File: config.mk
export PLATFORM = sky130hd
export DESIGN_NAME = fetch_ctrl_flat
export DESIGN_NICKNAME = d
export VERILOG_FILES = /design/src/rtl/cpu_pkg.sv /design/src/rtl/fetch_ctrl_if.sv /design/src/rtl/fetch_skid_buf.sv /design/src/rtl/fetch_ctrl.sv /design/src/flat_wrapper.sv
export SDC_FILE = /design/constraint.sdc
export NUM_CORES = 1
export LEC_CHECK = 0
export ABC_AREA = 1
export BUFFER_PORTS_ARGS = -buffer_cell sky130_fd_sc_hd__buf_2
export CAP_MARGIN = 0
export CORE_ASPECT_RATIO = 1.25
export CORE_UTILIZATION = 59
export CTS_CLUSTER_SIZE = 16
export DETAILED_ROUTE_END_ITERATION = 10
export PLACE_DENSITY = 0.86
export SYNTH_ARGS = -nofsm -noshare
export SYNTH_HDL_FRONTEND = slang
export SYNTH_HIERARCHICAL = 1
export SYNTH_SLANG_ARGS = --single-unit
File: constraint.sdc
create_clock -name clk -period 3.35 [get_ports clk]
set_input_delay 0.5025 -clock clk [delete_from_list [all_inputs] [get_ports clk]]
set_output_delay 0.5025 -clock clk [all_outputs]
set_load 0.005 [all_outputs]
File: src/rtl/cpu_pkg.sv
// Shared fetch-stage types and constants (FSM encoding, instruction width, PC step).
// Latency: none; declarations only.
// Backpressure: none; declarations only.
package cpu_pkg;

  typedef enum logic [1:0] {
    FETCH = 2'd0,
    HOLD  = 2'd1,
    DROP  = 2'd2
  } fetch_state_e;

  localparam int INSTR_W = 32;
  localparam int PC_INC  = 4;

endpackage

File: src/rtl/fetch_ctrl_if.sv
// Fetch-stage bus bundle: instruction-memory req/ack channel plus the registered IF/ID entry.
// Latency: none; wiring only.
// Backpressure: imem_req is held with a stable imem_addr until imem_ack; IF/ID is held by the decode hazard.
// Ports: imem_req/imem_addr/imem_ack/imem_rdata, if_valid/if_instr/if_pc.
// master = fetch controller side, slave = memory + decode side.
interface fetch_ctrl_if #(
  parameter int WIDTH = 32
);
  import cpu_pkg::*;

  logic               imem_req;
  logic [WIDTH-1:0]   imem_addr;
  logic               imem_ack;
  logic [INSTR_W-1:0] imem_rdata;

  logic               if_valid;
  logic [INSTR_W-1:0] if_instr;
  logic [WIDTH-1:0]   if_pc;

  modport master (
    output imem_req, imem_addr, if_valid, if_instr, if_pc,
    input  imem_ack, imem_rdata
  );

  modport slave (
    input  imem_req, imem_addr, if_valid, if_instr, if_pc,
    output imem_ack, imem_rdata
  );

endinterface

File: src/rtl/fetch_skid_buf.sv
// One-entry {instr, pc} holding buffer for a fetch that completed while decode was stalled.
// Latency: load visible one cycle later; clear dominates load, load dominates unload.
// Backpressure: none of its own; the owner only loads when empty.
// Ports: clk, rst (sync, active-low), load/unload/clear, in_instr/in_pc, vld/instr/pc.
module fetch_skid_buf
  import cpu_pkg::*;
#(
  parameter int WIDTH = 32
) (
  input  logic               clk,
  input  logic               rst,
  input  logic               load,
  input  logic               unload,
  input  logic               clear,
  input  logic [INSTR_W-1:0] in_instr,
  input  logic [WIDTH-1:0]   in_pc,
  output logic               vld,
  output logic [INSTR_W-1:0] instr,
  output logic [WIDTH-1:0]   pc
);

  always_ff @(posedge clk) begin
    if (!rst || clear) begin
      vld   <= 1'b0;
      instr <= '0;
      pc    <= '0;
    end else if (load) begin
      vld   <= 1'b1;
      instr <= in_instr;
      pc    <= in_pc;
    end else if (unload) begin
      vld   <= 1'b0;
    end
  end

endmodule

File: src/rtl/fetch_ctrl.sv
// Fetch sequencer: drives PC next/hold, runs the imem req/ack handshake, fills IF/ID, squashes on branches.
// Latency: instruction lands in IF/ID on the edge after its ack; zero-wait ack sustains 1 instr/cycle.
// Backpressure: decode hazard holds IF/ID; a fetch completing under hazard parks in the skid buffer.
// Ports: clk, rst (sync, active-low), pc_q/pc_d/pc_freeze, hazard, br_taken/br_addr, bus (fetch_ctrl_if.master).
// Optional: `define FETCH_PERF_CNT_EN adds perf_fetch/perf_stall/perf_flush counters.
module fetch_ctrl
  import cpu_pkg::*;
#(
  parameter int               WIDTH    = 32,
  parameter logic [WIDTH-1:0] RESET_PC = '0
) (
  input  logic             clk,
  input  logic             rst,
  input  logic [WIDTH-1:0] pc_q,
  output logic [WIDTH-1:0] pc_d,
  output logic             pc_freeze,
  input  logic             hazard,
  input  logic             br_taken,
  input  logic [WIDTH-1:0] br_addr,
  fetch_ctrl_if.master     bus
`ifdef FETCH_PERF_CNT_EN
  ,
  output logic [31:0]      perf_fetch,
  output logic [31:0]      perf_stall,
  output logic [31:0]      perf_flush
`endif
);

  fetch_state_e       state_q, state_d;
  logic               req;
  logic [WIDTH-1:0]   redir_q, redir_d;
  logic               ifv_q, ifv_d;
  logic [INSTR_W-1:0] ifi_q, ifi_d;
  logic [WIDTH-1:0]   ifp_q, ifp_d;

  logic               skid_load, skid_unload, skid_clear;
  logic               skid_vld;
  logic [INSTR_W-1:0] skid_instr;
  logic [WIDTH-1:0]   skid_pc;

  fetch_skid_buf #(.WIDTH(WIDTH)) u_skid (
    .clk      (clk),
    .rst      (rst),
    .load     (skid_load),
    .unload   (skid_unload),
    .clear    (skid_clear),
    .in_instr (bus.imem_rdata),
    .in_pc    (pc_q),
    .vld      (skid_vld),
    .instr    (skid_instr),
    .pc       (skid_pc)
  );

  // The fetch address is always the PC register; holding the PC holds the address.
  assign bus.imem_req  = req;
  assign bus.imem_addr = pc_q;
  assign bus.if_valid  = ifv_q;
  assign bus.if_instr  = ifi_q;
  assign bus.if_pc     = ifp_q;

  always_comb begin
    state_d     = state_q;
    redir_d     = redir_q;
    ifv_d       = ifv_q;
    ifi_d       = ifi_q;
    ifp_d       = ifp_q;
    req         = 1'b0;
    pc_d        = pc_q + WIDTH'(PC_INC);
    pc_freeze   = 1'b1;
    skid_load   = 1'b0;
    skid_unload = 1'b0;
    skid_clear  = 1'b0;

    if (!rst) begin
      pc_d = RESET_PC;
    end else begin
      case (state_q)
        FETCH: begin
          req = 1'b1;
          if (br_taken) begin
            ifv_d = 1'b0;
            if (bus.imem_ack) begin
              pc_d      = br_addr;
              pc_freeze = 1'b0;
            end else begin
              // Request cannot be withdrawn; remember the target and wait it out.
              redir_d = br_addr;
              state_d = DROP;
            end
          end else if (bus.imem_ack) begin
            if (!hazard) begin
              ifv_d     = 1'b1;
              ifi_d     = bus.imem_rdata;
              ifp_d     = pc_q;
              pc_freeze = 1'b0;
            end else begin
              // PC stays on the parked word so HOLD can advance it on release.
              skid_load = 1'b1;
              state_d   = HOLD;
            end
          end else if (!hazard) begin
            ifv_d = 1'b0;
          end
        end

        HOLD: begin
          if (br_taken) begin
            skid_clear = 1'b1;
            ifv_d      = 1'b0;
            pc_d       = br_addr;
            pc_freeze  = 1'b0;
            state_d    = FETCH;
          end else if (!hazard) begin
            skid_unload = 1'b1;
            ifv_d       = skid_vld;
            ifi_d       = skid_instr;
            ifp_d       = skid_pc;
            pc_freeze   = 1'b0;
            state_d     = FETCH;
          end
        end

        DROP: begin
          req = 1'b1;
          if (br_taken) redir_d = br_addr;
          if (br_taken || !hazard) ifv_d = 1'b0;
          if (bus.imem_ack) begin
            pc_d      = br_taken ? br_addr : redir_q;
            pc_freeze = 1'b0;
            state_d   = FETCH;
          end
        end

        default: state_d = FETCH;
      endcase
    end
  end

  always_ff @(posedge clk) begin
    if (!rst) begin
      state_q <= FETCH;
      redir_q <= '0;
      ifv_q   <= 1'b0;
      ifi_q   <= '0;
      ifp_q   <= '0;
    end else begin
      state_q <= state_d;
      redir_q <= redir_d;
      ifv_q   <= ifv_d;
      ifi_q   <= ifi_d;
      ifp_q   <= ifp_d;
    end
  end

`ifdef FETCH_PERF_CNT_EN
  // An ack in FETCH without a branch is a fetch kept (into IF/ID or the skid).
  logic accept;
  assign accept = (state_q == FETCH) && bus.imem_ack && !br_taken;

  always_ff @(posedge clk) begin
    if (!rst) begin
      perf_fetch <= '0;
      perf_stall <= '0;
      perf_flush <= '0;
    end else begin
      if (accept)    perf_fetch <= perf_fetch + 32'd1;
      if (pc_freeze) perf_stall <= perf_stall + 32'd1;
      if (br_taken)  perf_flush <= perf_flush + 32'd1;
    end
  end
`endif

endmodule

File: src/flat_wrapper.sv
// flat-port wrapper written by rule: the top's interface ports become plain ports
module fetch_ctrl_flat import cpu_pkg::*;
#(
  parameter int               WIDTH    = 32,
  parameter logic [WIDTH-1:0] RESET_PC = '0
)
  (clk, rst, pc_q, pc_d, pc_freeze, hazard, br_taken, br_addr, bus_imem_req, bus_imem_addr, bus_if_valid, bus_if_instr, bus_if_pc, bus_imem_ack, bus_imem_rdata);
  fetch_ctrl_if #(.WIDTH(WIDTH)) bus_i ();
  input  logic clk;
  input  logic rst;
  input  logic [WIDTH-1:0] pc_q;
  output logic [WIDTH-1:0] pc_d;
  output logic pc_freeze;
  input  logic hazard;
  input  logic br_taken;
  input  logic [WIDTH-1:0] br_addr;
  output wire logic [$bits(bus_i.imem_req)-1:0] bus_imem_req;
  output wire logic [$bits(bus_i.imem_addr)-1:0] bus_imem_addr;
  output wire logic [$bits(bus_i.if_valid)-1:0] bus_if_valid;
  output wire logic [$bits(bus_i.if_instr)-1:0] bus_if_instr;
  output wire logic [$bits(bus_i.if_pc)-1:0] bus_if_pc;
  input wire logic [$bits(bus_i.imem_ack)-1:0] bus_imem_ack;
  input wire logic [$bits(bus_i.imem_rdata)-1:0] bus_imem_rdata;
  assign bus_imem_req = bus_i.imem_req;
  assign bus_imem_addr = bus_i.imem_addr;
  assign bus_if_valid = bus_i.if_valid;
  assign bus_if_instr = bus_i.if_instr;
  assign bus_if_pc = bus_i.if_pc;
  assign bus_i.imem_ack = bus_imem_ack;
  assign bus_i.imem_rdata = bus_imem_rdata;
  fetch_ctrl #(.WIDTH(WIDTH), .RESET_PC(RESET_PC)) u_core (.clk(clk), .rst(rst), .pc_q(pc_q), .pc_d(pc_d), .pc_freeze(pc_freeze), .hazard(hazard), .br_taken(br_taken), .br_addr(br_addr), .bus(bus_i));
endmodule
==> reports/results.txt <==
Synth Cell Area: 9780 um^2
synth warn: 6
Remaining DRCs: 0
RSZ-0062 raised after global routing: no
num rows: 52
DRT antenna net count: 0
mean area per synthesized cell: 6.64 um^2
Yosys reg bits: 164
Area after DPL: 10700 um^2
Initial DRT Pass Iterations: 6
Pins Over Slew Limit: 0
IO Pins: 232
top area cells in the synthesized netlist: dfxtp_1 (34%), nand2_1 (14%), a211oi_1 (10%), nor2_1 (6.5%), inv_1 (6.3%)
clk_skew: 0.0141 ns
Core ar.: 16200 um^2
via/cell ratio: 5.63
CTS tree: built
Slew HR: 27.1%
Critical Path Start Type: register
post_cts resized: 0
min Tclk post-route: 3.13 ns
die area: 17100 um^2
Synth area leader: dfxtp_1
most frequent cells in the layout: nand2_1 (357), buf_2 (231), nor2_1 (169)
slowest stage delay, CP: 0.40 ns
maximum level of the CTS H-tree: 4
Initial DRC Count: 1212
EDFF count, synth: 0
final WL: 29200 um
first-pass GRT wire length: 46500 um
die height: 146 um
slowest cell on the critical path: inv_1
worst setup path category: register to output port
Syn Nets: 1578
critical path's top delay family: buffers and inverters
number of global-route vias before repair: 9544
grt ovf: 0
maxcap violations: 0
share of layout cells above drive strength 1: 21.4%
VDD IR max: 378 uV
Max Root-Sink Buffers: 2
top cell type's share of synthesized area: 33.6%
Hold Vio Cnt, Final: 0
clk_lat worst skew: 0.43 ns
Seq/Total Area, Yosys: 33.6%
asr flop ratio synth: 0%
f_max: 319 MHz
pwr dens: 604 nW/um^2
sum of negative setup slack: 0 ns
final setup fails: 0
design area: 11300 um^2
clock root buffer: clkbuf_16
post-synth cell types: 40
commonest non-fill, non-tap cell in the layout: nand2_1
ys flop type: dfxtp_1
CP bufs+invs: 5
Initial Util: 60.4%
dpl hpwl: 19800 um
GR Util All Layers: 34.4%
Num CTS Buffers: 17
cell count after synthesis: 1472
WL/cell: 15.8 um
most used cell, CP: inv_1
worst-path fanout max: 14
Hold Path Class: input pin to register
gp weighted congestion: 0.937
pin count of the biggest net entering global routing: 108
Nets: 1723
Crit. End Element: output port
Leak: 5.09 nW
clk sinks: 164
WP data required: 2.85 ns
crit path DAT: 2.63 ns
DR vias: 10386
Layout Area Growth over Synthesis: 15.7%
status: finished, final reports clean
hold-fix buffers at CTS: 0
Slew @ Worst Pin: 1.09 ns
initial antenna violation count: 1
Die W: 117 um
Worst-path clk slew: 0.07 ns
part of the cycle the worst path needs: 93.5%
port buffer count: 231
crit-path cells: inv_1 -> ha_1 -> inv_2 -> nor2_4 -> a21oi_4 -> inv_1 -> nand3_1 -> nand2_1 -> inv_1 -> a21oi_1 -> buf_2
-- power breakdown --
group	total, mW	internal (mW)	switching, mW
Combinational	2.32	0.835	1.48
Sequential	2.37	2.22	0.143
Clock	2.15	1.28	0.865
-- cell usage after synthesis (2+ instances only) --
library cell and number:
a21oi_1 84, xor2_1 7, a211oi_1 130, a31oi_1 37, nand4_1 5, buf_1 5, inv_1 165, clkbuf_1 40
nand3_1 36, o21ai_0 76, ha_1 5, o211ai_1 5, nor2_2 2, dfxtp_1 164, nor2_1 169, clkinv_1 2
inv_2 5, a21oi_2 33, buf_6 14, o21ai_1 28, nor3_1 3, o221ai_1 2, or2_2 2, nand2_1 358
buf_4 48, nand2_2 11, buf_2 23
-- what timing repair did --
| item | 4_1_cts | 5_1_grt |
|---|---|---|
| setup endpoints to repair | 0 | 4 |
| setup buffers | 0 | 2 |
| endpoints found under the hold margin | 0 | 0 |
-- sequential cells by signal, indices dropped and copies added (netlist names) --
signal and count:
u_core/state_q 2, u_core/bus.if_valid 1, u_core/redir_q 32, u_core/bus.if_instr 32, u_core/u_skid/vld 1, u_core/bus.if_pc 32
u_core/u_skid/pc 32, u_core/u_skid/instr 32
-- cell families (layout without fill, tap and decap cells) --
group                      after synthesis  in the layout  share of synthesized area, %
AOI/OAI and AO/OA                      402            402                          26.4
adders and majority gates                5              5                         0.640
other                                    0              1                             0
DFF                                    164            164                          33.6
buffers and inverters                  302            459                          14.8
xor gates and xnor gates                 8              8                         0.716
and+or+nand+nor                        591            591                          23.9
-- per-layer routing --
layer  GRT usage, %  vias to the layer above  wire (um)
li1               -                     5107          -
met1           42.5                     4703      12000
met2           54.9                      485      13600
met3           8.04                       91       2360
met4           18.4                        0       1240
met5              0                        -          0
-- path summary, 6_finish.rpt --
kind,slack [ns],endpoint,cells after the start,start
max,0.22,pc_d[27],11,u_core/state_q[0]
min,0.32,u_core/u_skid/instr[28],3,bus_imem_rdata[28]
max reg2reg,0.87,u_core/bus.if_instr[22],10,u_core/state_q[0]
min reg2reg,0.46,u_core/bus.if_pc[19],2,u_core/bus.if_pc[19]
-- metrics by stage --
stage | hold slack (ns) | power, mW | utilization (%) | setup slack [ns] | std cells
final | 0.318 | 6.84 | 69.9 | 0.217 | 1846
after floorplan | 0.437 | 3.98 | - | 1.20 | 1472
after global placement | 0.444 | 4.62 | 65.8 | 0.670 | 1812
after detailed placement | 0.447 | 4.67 | 65.8 | 0.606 | 1812
after CTS | 0.310 | 6.81 | 69.8 | 0.171 | 1843
after global routing | 0.316 | 7.22 | 69.9 | 0.0584 | 1846
-- cell type report --
type,count,area [um^2]
Tap cell,216,270
Timing Repair Buffer,256,1390
Antenna cell,1,2.50
Clock buffer,19,443
Sequential cell,164,3280
Inverter,172,646
Fill cell,1390,4880
Clock inverter,12,194
Multi-Input combinational cell,1006,5090
-- tightest hold or removal path, stage by stage --
cell and delay [ns]:
buf_2 0.10, nand2_1 0.05, a21oi_1 0.05
Note: power is estimated with default switching activity, not from simulation.
